--- config.mk ---
export PLATFORM = sky130hd
export DESIGN_NAME = debug_led_wb
export DESIGN_NICKNAME = d
export VERILOG_FILES = /design/src/rtl/debug_led_pkg.sv /design/src/rtl/debug_led_chan.sv /design/src/rtl/debug_led_wb.sv
export SDC_FILE = /design/constraint.sdc
export NUM_CORES = 1
export LEC_CHECK = 0
export CAP_MARGIN = 25
export CORE_UTILIZATION = 38
export DETAILED_ROUTE_END_ITERATION = 10
export DONT_BUFFER_PORTS = 1
export GPL_ROUTABILITY_DRIVEN = 0
export MAX_ROUTING_LAYER = met4
export PLACE_DENSITY = 0.57
export SYNTH_ARGS = -nofsm -noshare
export SYNTH_HDL_FRONTEND = slang
export SYNTH_SLANG_ARGS = --single-unit
--- constraint.sdc ---
create_clock -name wb_clk_i -period 3.45 [get_ports wb_clk_i]
set_input_delay 0.5175 -clock wb_clk_i [delete_from_list [all_inputs] [get_ports wb_clk_i]]
set_output_delay 0.5175 -clock wb_clk_i [all_outputs]
set_load 0.01 [all_outputs]
--- src/rtl/debug_led_pkg.sv ---
// Shared definitions for the Wishbone debug LED block: register word
// indices, channel mode encodings, version and a byte-lane mask helper.
package debug_led_pkg;

  // Word indices (byte address bits [5:2])
  localparam logic [3:0] REG_LED_VAL     = 4'h0;
  localparam logic [3:0] REG_LED_MODE    = 4'h1;
  localparam logic [3:0] REG_PRESCALE    = 4'h2;
  localparam logic [3:0] REG_INFO        = 4'h3;
  localparam logic [3:0] REG_CH_CFG_BASE = 4'h4;

  localparam logic [7:0] VERSION = 8'h02;

  typedef enum logic [1:0] {
    MODE_STATIC = 2'b00,
    MODE_BLINK  = 2'b01,
    MODE_PWM    = 2'b10,
    MODE_RSVD   = 2'b11
  } led_mode_e;

  // Expand the four byte-lane enables into a 32-bit bit mask
  function automatic logic [31:0] byte_mask(input logic [3:0] sel);
    return {{8{sel[3]}}, {8{sel[2]}}, {8{sel[1]}}, {8{sel[0]}}};
  endfunction

endpackage

--- src/rtl/debug_led_chan.sv ---
// One LED channel: blink half-period counter and phase, mode mux and the
// registered (optionally inverted) pin output.
module debug_led_chan
  import debug_led_pkg::*;
#(
  parameter logic RESET_LVL  = 1'b1,
  parameter logic ACTIVE_LOW = 1'b0
) (
  input  logic       i_clk,
  input  logic       i_rst_n,
  input  logic       i_tick,
  input  logic [7:0] i_pwm_cnt,
  input  logic [1:0] i_mode,
  input  logic [15:0] i_cfg,
  input  logic       i_static,
  input  logic       i_mode_wr,
  input  logic [1:0] i_mode_wdata,
  output logic       o_led
);

  logic [7:0] r_blink_cnt;
  logic       r_phase;
  logic       r_led;
  logic       w_enter;
  logic       w_mux;
  logic [7:0] w_duty;
  logic [7:0] w_half;

  assign w_duty  = i_cfg[7:0];
  assign w_half  = i_cfg[15:8];
  // A mode write that switches this channel into blink from another mode
  assign w_enter = i_mode_wr && (i_mode_wdata == MODE_BLINK) && (i_mode != MODE_BLINK);

  // Blink counter: HALF+1 ticks per half-period, phase restarts high on entry
  always_ff @(posedge i_clk or negedge i_rst_n) begin
    if (!i_rst_n) begin
      r_blink_cnt <= '0;
      r_phase     <= 1'b1;
    end else if (w_enter) begin
      r_blink_cnt <= '0;
      r_phase     <= 1'b1;
    end else if ((i_mode == MODE_BLINK) && i_tick) begin
      if (r_blink_cnt == w_half) begin
        r_blink_cnt <= '0;
        r_phase     <= ~r_phase;
      end else begin
        r_blink_cnt <= r_blink_cnt + 8'd1;
      end
    end
  end

  // Mode mux; reserved mode falls back to static
  always_comb begin
    w_mux = i_static;
    case (i_mode)
      MODE_BLINK: w_mux = r_phase;
      MODE_PWM:   w_mux = (i_pwm_cnt < w_duty);
      default:    w_mux = i_static;
    endcase
  end

  // Registered pin, polarity applied after the mux
  always_ff @(posedge i_clk or negedge i_rst_n) begin
    if (!i_rst_n) r_led <= RESET_LVL;
    else          r_led <= w_mux ^ ACTIVE_LOW;
  end

  assign o_led = r_led;

endmodule

--- src/rtl/debug_led_wb.sv ---
// Wishbone slave driving N_LEDS debug LEDs in static, blink or PWM mode.
// Holds bus decode, register file, shared prescaler and PWM counter.
module debug_led_wb
  import debug_led_pkg::*;
#(
  parameter int                N_LEDS     = 4,
  parameter int                PRESC_W    = 24,
  parameter logic [N_LEDS-1:0] LED_RESET  = {N_LEDS{1'b1}},
  parameter logic              ACTIVE_LOW = 1'b0
) (
  input  logic              wb_clk_i,
  input  logic              wb_rst_ni,
  input  logic [31:0]       wb_adr_i,
  input  logic [31:0]       wb_dat_i,
  output logic [31:0]       wb_dat_o,
  input  logic              wb_we_i,
  input  logic [3:0]        wb_sel_i,
  input  logic              wb_stb_i,
  input  logic              wb_cyc_i,
  output logic              wb_ack_o,
  output logic [N_LEDS-1:0] led
);

  logic                r_ack;
  logic [31:0]         r_dat;
  logic [N_LEDS-1:0]   r_led_val;
  logic [2*N_LEDS-1:0] r_led_mode;
  logic [PRESC_W-1:0]  r_presc;
  logic [PRESC_W-1:0]  r_presc_cnt;
  logic [7:0]          r_pwm_cnt;
  logic [15:0]         r_cfg [N_LEDS];

  logic                w_access;
  logic                w_wr;
  logic [3:0]          w_idx;
  logic [31:0]         w_bmask;
  logic [31:0]         w_rdata;
  logic                w_tick;
  logic                w_mode_wr;
  logic [N_LEDS-1:0]   w_val_w;
  logic [2*N_LEDS-1:0] w_mode_w;
  logic [PRESC_W-1:0]  w_presc_w;
  logic [15:0]         w_cfg_w [N_LEDS];
  logic                w_unused_bits;

  // New access only when no ack is in flight, so a held strobe acks every other cycle
  assign w_access  = wb_cyc_i && wb_stb_i && !r_ack;
  assign w_wr      = w_access && wb_we_i;
  assign w_idx     = wb_adr_i[5:2];
  assign w_bmask   = byte_mask(wb_sel_i);
  assign w_mode_wr = w_wr && (w_idx == REG_LED_MODE);
  assign w_tick    = (r_presc_cnt == r_presc);

  assign w_val_w   = (r_led_val  & ~w_bmask[N_LEDS-1:0])   | (wb_dat_i[N_LEDS-1:0]   & w_bmask[N_LEDS-1:0]);
  assign w_mode_w  = (r_led_mode & ~w_bmask[2*N_LEDS-1:0]) | (wb_dat_i[2*N_LEDS-1:0] & w_bmask[2*N_LEDS-1:0]);
  assign w_presc_w = (r_presc    & ~w_bmask[PRESC_W-1:0])  | (wb_dat_i[PRESC_W-1:0]  & w_bmask[PRESC_W-1:0]);

  assign w_unused_bits = ^{wb_adr_i[31:6], wb_adr_i[1:0], wb_dat_i, w_bmask};

  // Read mux; unmapped words and unimplemented bits read as zero
  always_comb begin
    w_rdata = '0;
    if (w_idx == REG_LED_VAL)       w_rdata[N_LEDS-1:0]   = r_led_val;
    else if (w_idx == REG_LED_MODE) w_rdata[2*N_LEDS-1:0] = r_led_mode;
    else if (w_idx == REG_PRESCALE) w_rdata[PRESC_W-1:0]  = r_presc;
    else if (w_idx == REG_INFO)     w_rdata = {16'h0, VERSION, 8'(N_LEDS)};
    else begin
      for (int i = 0; i < N_LEDS; i++)
        if (w_idx == REG_CH_CFG_BASE + 4'(i)) w_rdata[15:0] = r_cfg[i];
    end
  end

  // Single-cycle ack with registered read data
  always_ff @(posedge wb_clk_i or negedge wb_rst_ni) begin
    if (!wb_rst_ni) begin
      r_ack <= 1'b0;
      r_dat <= '0;
    end else begin
      r_ack <= w_access;
      r_dat <= w_access ? w_rdata : '0;
    end
  end

  // Register writes land on the same edge that raises ack
  always_ff @(posedge wb_clk_i or negedge wb_rst_ni) begin
    if (!wb_rst_ni) begin
      r_led_val  <= LED_RESET;
      r_led_mode <= '0;
      r_presc    <= '0;
      for (int i = 0; i < N_LEDS; i++) r_cfg[i] <= '0;
    end else if (w_wr) begin
      if (w_idx == REG_LED_VAL)  r_led_val  <= w_val_w;
      if (w_idx == REG_LED_MODE) r_led_mode <= w_mode_w;
      if (w_idx == REG_PRESCALE) r_presc    <= w_presc_w;
      for (int i = 0; i < N_LEDS; i++)
        if (w_idx == REG_CH_CFG_BASE + 4'(i)) r_cfg[i] <= w_cfg_w[i];
    end
  end

  // Prescaler 0..PRESCALE; a count beyond a freshly lowered limit restarts at 0
  always_ff @(posedge wb_clk_i or negedge wb_rst_ni) begin
    if (!wb_rst_ni)                r_presc_cnt <= '0;
    else if (r_presc_cnt >= r_presc) r_presc_cnt <= '0;
    else                           r_presc_cnt <= r_presc_cnt + 1'b1;
  end

  // Free-running PWM counter, wraps 255 -> 0
  always_ff @(posedge wb_clk_i or negedge wb_rst_ni) begin
    if (!wb_rst_ni) r_pwm_cnt <= '0;
    else            r_pwm_cnt <= r_pwm_cnt + 8'd1;
  end

  generate
    for (genvar gi = 0; gi < N_LEDS; gi++) begin : g_chan
      assign w_cfg_w[gi] = (r_cfg[gi] & ~w_bmask[15:0]) | (wb_dat_i[15:0] & w_bmask[15:0]);

      debug_led_chan #(
        .RESET_LVL  (LED_RESET[gi] ^ ACTIVE_LOW),
        .ACTIVE_LOW (ACTIVE_LOW)
      ) u_chan (
        .i_clk        (wb_clk_i),
        .i_rst_n      (wb_rst_ni),
        .i_tick       (w_tick),
        .i_pwm_cnt    (r_pwm_cnt),
        .i_mode       (r_led_mode[2*gi +: 2]),
        .i_cfg        (r_cfg[gi]),
        .i_static     (r_led_val[gi]),
        .i_mode_wr    (w_mode_wr),
        .i_mode_wdata (w_mode_w[2*gi +: 2]),
        .o_led        (led[gi])
      );
    end
  endgenerate

  assign wb_ack_o = r_ack;
  assign wb_dat_o = r_dat;

endmodule
==> reports/results.ini, run 1 <==
[setup_path]
cp_max_fo = 9
worstSetupStartpointType = register
worstPathArrival_ns = 2.95
worst-endpoint-required_ns = 3.81
criticalPathCategory = register to register
endpoint_kind = register

[power]
p_sw_share_pct = 29.1
power_frac_seq_pct = 48.4
cellLeakagePower_uw = 0.00521
p_comb_share_pct = 16.9
power_density_nw_per_um2 = 494
ir_worst_vdd_v = 0.000212
p_int_uw = 4070
p_switching_uw = 1670
power_frac_clock_pct = 34.6

[timing]
rsz0062_at_grt = no
final.setup.tns_ns = 0
period_share_pct = 75.2
worst_slew_pin_slew_ns = 1.04
slew_violations = 0
hold_violations = 185
max_clock_freq_ghz = 0.385
fin_crit_ns = 2.60
slew_headroom_pct = 30.3
setup_slack_ns = 0.855
holdWs_ns = -0.217
setup_viol = 0
finClkSkew_ns = 0.00946

[clock_tree]
htreeDepth = 4
cts_sinks = 197
cts.clk_slew.worst_paths_ns = 0.07
cts_root_buf = clkbuf_16
clk_path_buf_depth = 2
cts_tree = done
cts-buffers-inserted = 17
clock_latency_ns = 0.44

[run_status]
violations = negative hold slack
outcome = finished with violations

[logic_synthesis]
synthTopCellsByCount = dfrtp_1, mux2_2, inv_1, nand2_1, ha_1
synth_seq_cells = 197
synth_edf_count = 0
ys.flop_type = dfrtp_1
avgSynthCellArea_um2 = 10.9
synthDistinctLibCells = 69
yosysMostFrequentCell = dfrtp_1
synth_area_leaders = dfrtp_1, mux2_2, ha_1
yosysTopAreaCellShare_pct = 43.3
async_flop_share_pct = 100
syn_inst = 978
ys_seq_area_share_pct = 46.3
synth_top_area_cell = dfrtp_1
syn_area_um2 = 10700
yosys_warnings = 0

[floorplan]
coreArea_um2 = 27700
io_pins = 110
num_rows = 61
die_h_um = 170
start_util_pct = 38.6
die_area_um2 = 28800
die_w_um = 170

[min_path]
worst_hold_path_type = input port to async pin

[grt]
grtUsageTotal_pct = 19.4
grt_pass1_vias = 7395
grt_max_degree = 198
grt_pass1_wl_um = 41600
antenna_found_initial = 0
grt_remaining_overflow = 0

[detailed_routing]
wirelength_um = 25500
post-route-drc-count = 0
firstDrtPassIters = 6
via_count = 7398
drt_iter0_markers = 570
antenna_left = 0
vias_per_cell = 5.42
wl_per_cell_um = 18.7

[placed_design]
io_buffers = 0
pre_cts_ws_ns = 0.861
dp_hpwl_um = 18700

[finish]
fin_nets = 1113
area_growth_pct = 8.81
drive_gt1_share_pct = 18.3
antennaDiodeCount = 0

[run]
drv_cap = 0

cell families (layout without fill, tap and decap cells):
logic type,after synthesis,in the layout,share of synthesized area [%]
AOI/OAI and AO/OA,164,164,11.0
xor gates and xnor gates,66,66,5.41
muxes,111,111,11.6
and+or+nand+nor,261,261,13.3
adders and majority gates,66,66,7.73
DFF,197,197,46.3
buffers and inverters,112,114,4.54
other,1,8,0.0351
stage by stage:
stage	cells	total power, uW	hold WS, ns	area, um2	util, %
2_1_floorplan	985	3550	0.222	10700	-
3_3_place_gp	1333	3760	0.229	11000	39.9
3_5_place_dp	1333	3790	0.229	11000	39.9
4_1_cts	1365	5790	-0.248	11600	42.0
5_1_grt	1365	6030	-0.249	11600	42.0
6_report	1365	5740	-0.217	11600	42.0
cell usage in the layout (no fill, tap or decap), types with 7 or more instances in the layout:
| master | synthesis | layout |
|---|---|---|
| buf_4 | 12 | 9 |
| o21ai_0 | 34 | 34 |
| ha_1 | 66 | 66 |
| clkbuf_16 | 0 | 17 |
| xor2_1 | 45 | 45 |
| a21o_1 | 8 | 8 |
| nor3_1 | 34 | 34 |
| xnor2_1 | 21 | 21 |
| nor4_1 | 9 | 9 |
| dfrtp_1 | 185 | 185 |
| nand3_1 | 37 | 37 |
| a41oi_1 | 7 | 7 |
| a21oi_1 | 40 | 40 |
| and3_1 | 23 | 23 |
| nor2_1 | 17 | 17 |
| conb_1 | 1 | 8 |
| a31oi_1 | 11 | 11 |
| inv_1 | 73 | 73 |
| nand2b_1 | 9 | 9 |
| nand2_1 | 73 | 73 |
| dfstp_2 | 12 | 12 |
| mux2_2 | 104 | 104 |
| a222oi_1 | 17 | 17 |
| nand4_1 | 18 | 18 |
final cells by class:
cell class | count | area, um2
Clock buffer | 20 | 447
Clock inverter | 12 | 130
Fill cell | 2650 | 16100
Inverter | 73 | 274
Multi-Input combinational cell | 676 | 5290
Sequential cell | 197 | 4940
Tap cell | 378 | 473
Timing Repair Buffer | 9 | 67.6
power groups by stage:
stage          Sequential (uW)  Combinational [uW]  Clock, uW
3_3_place_gp              2810                 948          0
3_5_place_dp              2820                 972          0
4_1_cts                   2780                 977       2030
2_1_floorplan             2740                 811          0
5_1_grt                   2810                1100       2130
6_report                  2780                 972       1990
layer usage:
metal	routed length (um)	part of all wire [%]	global-route usage (%)	vias up
met5	0	0	-	-
li1	-	-	-	3526
met3	1070	4.2	3.54	25
met1	11900	47	25.2	3695
met2	12100	47	30.7	152
met4	414	1.6	6.03	0
worst paths after layout:
path | to | cells after the start | from | slack [ns]
setup / recovery | g_chan[0].u_chan.r_blink_cnt[5] | 6 | r_presc_cnt[19] | 0.85
hold / removal | g_chan[3].u_chan.r_blink_cnt[6] | 0 | wb_rst_ni | -0.22
setup reg to reg | g_chan[0].u_chan.r_blink_cnt[5] | 6 | r_presc_cnt[19] | 0.85
hold reg to reg | g_chan[0].u_chan.r_blink_cnt[7] | 1 | g_chan[0].u_chan.r_blink_cnt[7] | 0.50
max in group asynchronous | async pin | 0 | wb_rst_ni | 3.29
min in group wb_clk_i | register | 1 | wb_dat_i[13] | 0.21
worst max-delay path, cell delays in order, from the launching register on:
cell       delay, ns
dfrtp_1         0.43
ha_1            0.33
nand4_2         0.22
or4_4           0.63
a2111oi_4       0.56
a41oi_1         0.18
a31oi_1         0.16
what timing repair did:
action / CTS / global route
endpoints found under the hold margin: 197 / 196
resized for setup: 0 / 0
buffers inserted: 0 / 0
(Power assumes the default switching activity.)
==> run 2: changes to the inputs <==
==> constraint.sdc (replaced) <==
create_clock -name wb_clk_i -period 2.7 [get_ports wb_clk_i]
set_input_delay 0.405 -clock wb_clk_i [delete_from_list [all_inputs] [get_ports wb_clk_i]]
set_output_delay 0.405 -clock wb_clk_i [all_outputs]
set_load 0.01 [all_outputs]
==> run 2 against run 1 <==
Against the previous run:
- the flow still finishes with violations (negative hold slack)
- clock power rose by 33%
- wire length up 2.0%
- largest cell class unchanged
- clock skew increased by 0.0077 ns
- maximum frequency increased by 5.5%
- global-route usage up 0.088 points
- first-iteration DRC count is 8.2% lower
- largest power group unchanged
- non-clock buffer count up 19
- critical path depth is 2 higher
==> reports/results.ini, run 2 (synthesis results as in run 1) <==
[setup_path]
worstSetupStartpointType = register
endpoint_kind = register
cp_max_fo = 15  ; +6
criticalPathCategory = register to register
worst-endpoint-required_ns = 3.06  ; -0.75 ns
worstPathArrival_ns = 2.82  ; -0.13 ns

[finish]
fin_nets = 1132  ; +1.7%
final_cell_mix = dfrtp_1, mux2_2, inv_1, nand2_1, ha_1
fill_cells = 2689  ; +1.5%
ff_latch_area_um2 = 4940  ; unchanged
instances_no_fill = 1384  ; +1.4%
antennaDiodeCount = 0  ; unchanged
area_growth_pct = 10.6
multiInputGateArea_um2 = 5290  ; unchanged
drive_gt1_share_pct = 20.1  ; +1.7 points
mostFrequentLayoutCell = dfrtp_1
fin_util_pct = 42.6  ; +0.67 points

[clock_tree]
clock_latency_ns = 0.44  ; about the same
htreeDepth = 4  ; unchanged
cts_sinks = 197  ; unchanged
clk_path_buf_depth = 2  ; unchanged
post_cts_resized = 0  ; unchanged
post_cts_buffers = 0  ; unchanged
cts_tree = done
cts.clk_slew.worst_paths_ns = 0.08  ; about the same
cts-buffers-inserted = 17  ; unchanged
cts_root_buf = clkbuf_16

[floorplan]
coreArea_um2 = 27700  ; unchanged
io_pins = 110  ; unchanged
die_w_um = 170  ; unchanged
die_h_um = 170  ; unchanged
start_util_pct = 38.6  ; unchanged
die_area_um2 = 28800  ; unchanged
num_rows = 61  ; unchanged

[placed_design]
io_buffers = 0  ; unchanged
dp_hpwl_um = 19100  ; +1.9%
dp.cells = 1352  ; +1.4%

[timing]
period_share_pct = 91.1  ; +16 points
setup_viol = 0  ; unchanged
slew_headroom_pct = 52.7  ; +22 points
finClkSkew_ns = 0.0172  ; +0.00772 ns
hold_violations = 197  ; +6.5%
final.setup.tns_ns = 0  ; unchanged
rsz0062_at_grt = no
max_clock_freq_ghz = 0.407  ; +5.5%
worst_slew_pin_slew_ns = 0.704  ; -0.332 ns
fin_crit_ns = 2.46  ; -0.136 ns
holdWs_ns = -0.347  ; -0.130 ns
slew_violations = 0  ; unchanged

[grt]
grtUsageTotal_pct = 19.5  ; +0.088 points
grt_pass1_vias = 7646  ; +3.4%
antenna_found_initial = 0  ; unchanged
grt_remaining_overflow = 0  ; unchanged
grt_pass1_wl_um = 42000  ; +1.0%
grt_max_degree = 198  ; unchanged

[detailed_routing]
antenna_left = 0  ; unchanged
vias_per_cell = 5.42  ; about the same
post-route-drc-count = 0  ; unchanged
drt_iter0_markers = 523  ; -8.2%
firstDrtPassIters = 6  ; unchanged
wirelength_um = 26000  ; +2.0%
wl_per_cell_um = 18.8  ; +0.61%
via_count = 7496  ; +1.3%

[power]
finalPower_uw = 7480  ; +30%
ir_worst_vdd_v = 0.000421  ; +99%
cellLeakagePower_uw = 0.00532  ; +2.2%
power_density_nw_per_um2 = 633  ; +28%

[run_status]
violations = negative hold slack
outcome = finished with violations

[run]
drv_cap = 0  ; unchanged

[min_path]
worst_hold_path_type = input port to async pin

run 2: cell count changes in the layout (fill, tap and decap cells not counted), sizes merged:
cell,delta
inv,+3
buf,+19
clkinvlp,+1
clkinv,-4
run 2: cell type report:
| class | count | area share (%) |
|---|---|---|
| Inverter | 73 | 2.32 |
| Multi-Input combinational cell | 676 | 44.8 |
| Tap cell | 378 | 4.01 |
| Clock inverter | 12 | 1.20 |
| Timing Repair Buffer | 28 | 1.89 |
| Sequential cell | 197 | 41.9 |
| Clock buffer | 20 | 3.95 |
run 2: stage by stage:
stage / setup WS [ns] / cell area (um2)
4_1_cts: 0.224 / 11800
6_report: 0.240 / 11800
5_1_grt: 0.0955 / 11800
3_5_place_dp: 0.251 / 11200
3_3_place_gp: 0.285 / 11200
2_1_floorplan: 0.422 / 10700
run 2: per-layer routing:
| layer | track usage (%) | up-vias | wire [um] |
|---|---|---|---|
| met1 | 25.1 | 3774 | 12100 |
| li1 | - | 3559 | - |
| met2 | 31.2 | 131 | 12400 |
| met5 | - | - | 0 |
| met4 | 5.41 | 0 | 435 |
| met3 | 3.78 | 32 | 1150 |
run 2: worst max-delay path, cell delays in order, from the launching register on:
cell     delay, ns
dfrtp_1       0.44
ha_1          0.33
nand4_2       0.15
buf_4         0.19
nor4_4        0.31
buf_12        0.19
nand3_2       0.08
or4_1         0.51
a21oi_1       0.16
run 2: final timing paths:
| check | from | to | slack (ns) | cells after the start |
|---|---|---|---|---|
| max in group asynchronous | wb_rst_ni | r_presc_cnt[3] | 2.67 | 0 |
| worst max-delay path | r_presc_cnt[19] | g_chan[1].u_chan.r_blink_cnt[7] | 0.24 | 8 |
| worst max register to register | r_presc_cnt[19] | g_chan[1].u_chan.r_blink_cnt[7] | 0.24 | 8 |
| worst min-delay path | wb_rst_ni | g_chan[3].u_chan.r_blink_cnt[6] | -0.35 | 0 |
| min in group wb_clk_i | wb_dat_i[13] | register | 0.10 | 1 |
| worst min register to register | register | register | 0.50 | 1 |
run 2: power breakdown:
part           switching, uW  internal (uW)  total, uW  leakage (uW)
Clock                   1190           1460       2650      0.000293
Combinational            678            608       1290       0.00249
Sequential               314           3230       3550       0.00255
Total                   2180           5300       7480       0.00532
